--- config.mk ---
export PLATFORM = sky130hd
export DESIGN_NAME = kaly_round_seq
export DESIGN_NICKNAME = d
export VERILOG_FILES = /design/src/rtl/kaly_round_seq.sv
export SDC_FILE = /design/constraint.sdc
export NUM_CORES = 2
export LEC_CHECK = 0
export CORE_AREA = 2 2 349 351
export DETAILED_ROUTE_END_ITERATION = 10
export DIE_AREA = 0 0 351 353
export GPL_TIMING_DRIVEN = 0
export SLEW_MARGIN = 10
export SYNTH_ARGS = -nofsm -noshare
export SYNTH_HDL_FRONTEND = slang
export SYNTH_SLANG_ARGS = --single-unit
--- constraint.sdc ---
create_clock -name clk -period 9.5 [get_ports clk]
set_input_delay 1.425 -clock clk [delete_from_list [all_inputs] [get_ports clk]]
set_output_delay 1.425 -clock clk [all_outputs]
set_load 0.02 [all_outputs]
--- src/rtl/kaly_round_seq.sv ---
// Iterative Kalyna-style encryption sequencer: shares one external round core across NR passes,
// owns the state/key registers, key whitening, per-round key mixing and the final lane add.
module kaly_round_seq #(
    parameter int NR = 10
) (
    input  logic         clk,
    input  logic         rst,
    input  logic         in_valid,
    output logic         in_ready,
    input  logic [127:0] msg,
    input  logic [127:0] key,
    output logic         out_valid,
    input  logic         out_ready,
    output logic [127:0] cipher,
    output logic         dp_req,
    output logic [127:0] dp_data,
    input  logic         dp_ack,
    input  logic [127:0] dp_result,
    output logic [127:0] kx_in,
    input  logic [127:0] kx_out,
    output logic         busy,
    output logic [3:0]   rnd
);

    // state   | meaning
    // IDLE    | waiting for a message/key pair
    // WHITEN  | k0 <- expand(key), st <- msg lane-add k0
    // ISSUE   | round core request held; one round per ack
    // OUT     | ciphertext offered to the sink
    typedef enum logic [1:0] {
        S_IDLE,
        S_WHITEN,
        S_ISSUE,
        S_OUT
    } state_t;

    localparam logic [3:0] NR_L = 4'(NR);

    state_t       state_q, state_d;
    logic [127:0] st_q, st_d;
    logic [127:0] kr_q, kr_d;
    logic [127:0] cipher_q, cipher_d;
    logic [3:0]   rnd_q, rnd_d;

    // Two independent 64-bit adds; no carry crosses into the upper lane.
    function automatic logic [127:0] lane_add(input logic [127:0] a, input logic [127:0] b);
        logic [63:0] hi, lo;
        hi = a[127:64] + b[127:64];
        lo = a[63:0] + b[63:0];
        return {hi, lo};
    endfunction

    always_ff @(posedge clk or negedge rst) begin
        if (!rst) begin
            state_q  <= S_IDLE;
            st_q     <= '0;
            kr_q     <= '0;
            cipher_q <= '0;
            rnd_q    <= '0;
        end else begin
            state_q  <= state_d;
            st_q     <= st_d;
            kr_q     <= kr_d;
            cipher_q <= cipher_d;
            rnd_q    <= rnd_d;
        end
    end

    always_comb begin
        state_d   = state_q;
        st_d      = st_q;
        kr_d      = kr_q;
        cipher_d  = cipher_q;
        rnd_d     = rnd_q;
        in_ready  = 1'b0;
        out_valid = 1'b0;
        dp_req    = 1'b0;
        busy      = 1'b0;
        case (state_q)
            S_IDLE: begin
                in_ready = 1'b1;
                if (in_valid) begin
                    st_d    = msg;
                    kr_d    = key;
                    state_d = S_WHITEN;
                end
            end
            S_WHITEN: begin
                busy    = 1'b1;
                kr_d    = kx_out;
                st_d    = lane_add(st_q, kx_out);
                rnd_d   = 4'd1;
                state_d = S_ISSUE;
            end
            S_ISSUE: begin
                busy   = 1'b1;
                dp_req = 1'b1;
                if (dp_ack) begin
                    rnd_d = rnd_q + 4'd1;
                    if (rnd_q == NR_L) begin
                        // kr still holds k9 here: the last round does not expand the key.
                        cipher_d = lane_add(dp_result, kr_q);
                        state_d  = S_OUT;
                    end else if (rnd_q[0]) begin
                        st_d = (kr_q << 56) ^ dp_result;
                        kr_d = kx_out;
                    end else begin
                        st_d = kx_out ^ dp_result;
                        kr_d = kx_out;
                    end
                end
            end
            S_OUT: begin
                out_valid = 1'b1;
                if (out_ready) begin
                    state_d = S_IDLE;
                end
            end
            default: begin
                state_d = S_IDLE;
            end
        endcase
    end

    assign dp_data = st_q;
    assign kx_in   = kr_q;
    assign cipher  = cipher_q;
    assign rnd     = (state_q == S_ISSUE) ? rnd_q : 4'd0;

endmodule

==> results_dict.tcl <==
set metrics [dict create \
    status "complete, no violations" \
    gp_congestion 1.01 \
    drcViolationCount 0 \
    r2r_slack_ps 2590 \
    critPathLaunchType "flip-flop" \
    worst-setup-path-type "flip-flop to flip-flop" \
    worstHoldStart "cipher[117]$_DFFE_PN0P_" \
    grt_util_all_layers_pct 33.7 \
    syn2layout_area_growth_pct 39.5 \
    grt_util_met1_pct 42.4 \
    worst_pin_slew_ps 1350 \
    hold_class "flip-flop to flip-flop" \
    htreeDepth 2 \
    synth-main-ff-cell "dfrtp_1" \
    clk_latency_ps 670 \
    skew_ps 22.1 \
    portBuffers 907 \
    period_share_pct 72.7 \
    max_freq_mhz 145 \
    ys_async_sr_fraction_pct 100 \
    min_period_ps 6910 \
    rows 128 \
    slew_headroom_pct 9.71 \
    synth_compound_area_share_pct 26.9 \
    drt_iter0_drc 3278 \
    synth_edf_count 0 \
    synth.area.top_cells "dfrtp_1 29%, ha_1 9.6%, o21ai_0 7.3%" \
    avgSynthCellArea_sq_um 8.17 \
    synth_xor_area_share_pct 9.45 \
    detail_route.wl_per_cell_um 31.9 \
    grt_pass1_wl_um 294000 \
    p_per_area_mw_per_mm2 414 \
    yosysSeqAreaShare_pct 29.0 \
    worstPathMaxFanout 10 \
    clkTransAtPathRegs_ps 60 \
    synth_top_area_cell "dfrtp_1" \
    ant_nets 0 \
    initial_utilization_pct 27.9 \
    synth-simple-area-share_pct 14.9 \
    met3_usage_pct 8.08 \
    cp-end-kind "flip-flop" \
    clockBufferDepth 3 \
    firstDrtPassIters 8 \
    yosysWarnings 0 \
    stdcell_area_sq_mm 0.0469 \
    p_leak_uw 0.0200 \
    gr-total-overflow 0 \
    vias_per_cell 5.58 \
    cts-root-buf "clkbuf_16" \
    maxCapViolations 0 \
    r2r_start "rnd_q[0]$_DFFE_PN0P_" \
    yosys.cell_count.top_type "nand2_1" \
    syn_inst 4115 \
    cts_resized 0 \
    synth-adder-area-share_pct 9.87 \
    cts_tree "yes" \
    synth_cell_type_count 81 \
    dieArea_sq_mm 0.124 \
    grt_pass1_vias 37300 \
    syn_area_sq_mm 0.0336 \
    vias 37900 \
    ys_top_cells_by_count "587 x nand2_1, 491 x o21ai_0, 390 x dfrtp_1" \
    crit_chain "clkbuf_1, inv_1, clkbuf_1, buf_1, ha_1, nand3b_1, nor2_1, or3_1, clkbuf_1, clkbuf_2, clkbuf_1, clkbuf_2, clkbuf_1, nand2_1, o21ai_0" \
    grt_max_degree 91 \
    synth_top_area_share_pct 29.0 \
    gr-usage-met2_pct 54.2 \
    finalHoldViolCount 0 \
    slew_violations 0 \
    fp.dieW_um 351 \
    final_util_pct 38.9 \
    synth-seq-cells 390 \
    nets 5867 \
    vdd_drop_max_mv 0.218 \
    cp_slowest_stage_delay_ps 930 \
    synth_top_family_by_area "compound AO/OA/AOI/OAI gates" \
    whs_endpoint "cipher[117]$_DFFE_PN0P_" \
    fillers 12500 \
    crit_top_cell "clkbuf_1" \
    r2r-end "kx_in[112]$_DFFE_PN0P_" \
    fp.dieH_um 353 \
    setup_viol 0 \
    hold_path_depth 2 \
    antenna_found_initial 68 \
    synthesis.nets 4895 \
    cts_buffers 55 \
    coreArea_sq_mm 0.121 \
    rsz0062_at_grt "false" \
    hpwl_um 178000 \
    drive_gt1_share_pct 2.98 \
    post_cts_buffers 0 \
    synth_mux_area_share_pct 6.12 \
    rr_worst_depth 15 \
    cp.arrival_ps 7490 \
    drt-total-wl_um 216000 \
    place_area_sq_mm 0.0450 \
    ctsHoldBuffers 0 \
    total_power_uw 19400 \
    clock_sinks 390 \
    critPathRequiredTime_ps 10080 \
    io_pins 909 \
    top_usage_layer "met2" \
    crit_slowest_cell "clkbuf_1" \
]
metrics by stage:
step / TNS [ps] / hold slack, ps / std cells / worst slack [ps]
2_1_floorplan: 0 / 504 / 4115 / 4970
3_3_place_gp: -4898400 / 464 / 6647 / -12660
3_5_place_dp: 0 / 467 / 6655 / 2730
4_1_cts: 0 / 482 / 6753 / 2710
5_1_grt: 0 / 510 / 6773 / 2410
6_report: 0 / 472 / 6788 / 2590
registers in the layout, summed over array words and instances, names as in the netlist:
| name | cells |
|---|---|
| rnd_q | 4 |
| kx_in | 128 |
| dp_data | 128 |
| state_q | 2 |
| cipher | 128 |
critical path, delay by kind of cell, from the launching register on:
kind / cells / cell delay (ps)
flops: 1 / 390
buf+inv: 9 / 5350
fa+ha+maj: 1 / 260
compound gates: 1 / 120
simple gates: 4 / 660
how the worst max path moves through the flow:
stage,startpoint,end,cells after the start,slack (ps)
4_1_cts,rnd_q[0]$_DFFE_PN0P_,kx_in[111]$_DFFE_PN0P_,15,2710
2_1_floorplan,kx_out[64],dp_data[120]$_DFFE_PN0P_,15,4970
6_report,rnd_q[0]$_DFFE_PN0P_,kx_in[112]$_DFFE_PN0P_,15,2590
3_5_place_dp,rnd_q[0]$_DFFE_PN0P_,kx_in[111]$_DFFE_PN0P_,15,2730
5_1_grt,rnd_q[0]$_DFFE_PN0P_,dp_data[4]$_DFFE_PN0P_,15,2410
3_3_place_gp,rst,kx_in[104]$_DFFE_PN0P_,1,-12660
layout by cell type, fill, tap and decap left out, drive strengths merged, types with 13 or more instances in the layout:
cell	instances
clkdlybuf4s50	906
nand2	587
o21ai	502
dfrtp	390
clkbuf	312
a21oi	268
ha	259
xnor2	255
nor2	230
mux2i	201
a21o	185
xor2	108
a221oi	104
nand4	72
inv	71
o31ai	68
nand3	52
nor3	43
o21bai	37
nor2b	36
diode	35
a31oi	34
o22ai	32
a211oi	30
buf	30
o21a	27
and3	26
or3	20
nand2b	19
and2	16
clkinv	16
a22oi	14
a221o	13
metal layers:
metal,vias up,share of wire [%]
met5,-,0.098
met4,32,4.9
met3,389,8.7
met2,1845,46
met1,18600,41
li1,17000,-
area by class of cell:
class                   instances  area, sq um  area share, %
repair buffers                915         9290           19.8
clock inverters                27          345          0.736
flip-flops and latches        390         9760           20.8
plain buffers                 262         1010           2.15
inverters                      72          270          0.576
multi-input cells            3391        22600           48.2
diodes                         35         87.6          0.187
clock buffers                  71         1520           3.23
well taps                    1625         2030           4.33
cells by family after synthesis:
family | after synthesis
fa+ha+maj | 263
simple gates | 1136
buf+inv | 334
flops | 390
xor+xnor | 363
compound gates | 1424
mux | 205
power breakdown:
group,internal (uW),switching (uW)
sequential,2310,1200
clock,1310,925
combinational,5020,8660
total,8640,10800
(Power assumes the default switching activity.)
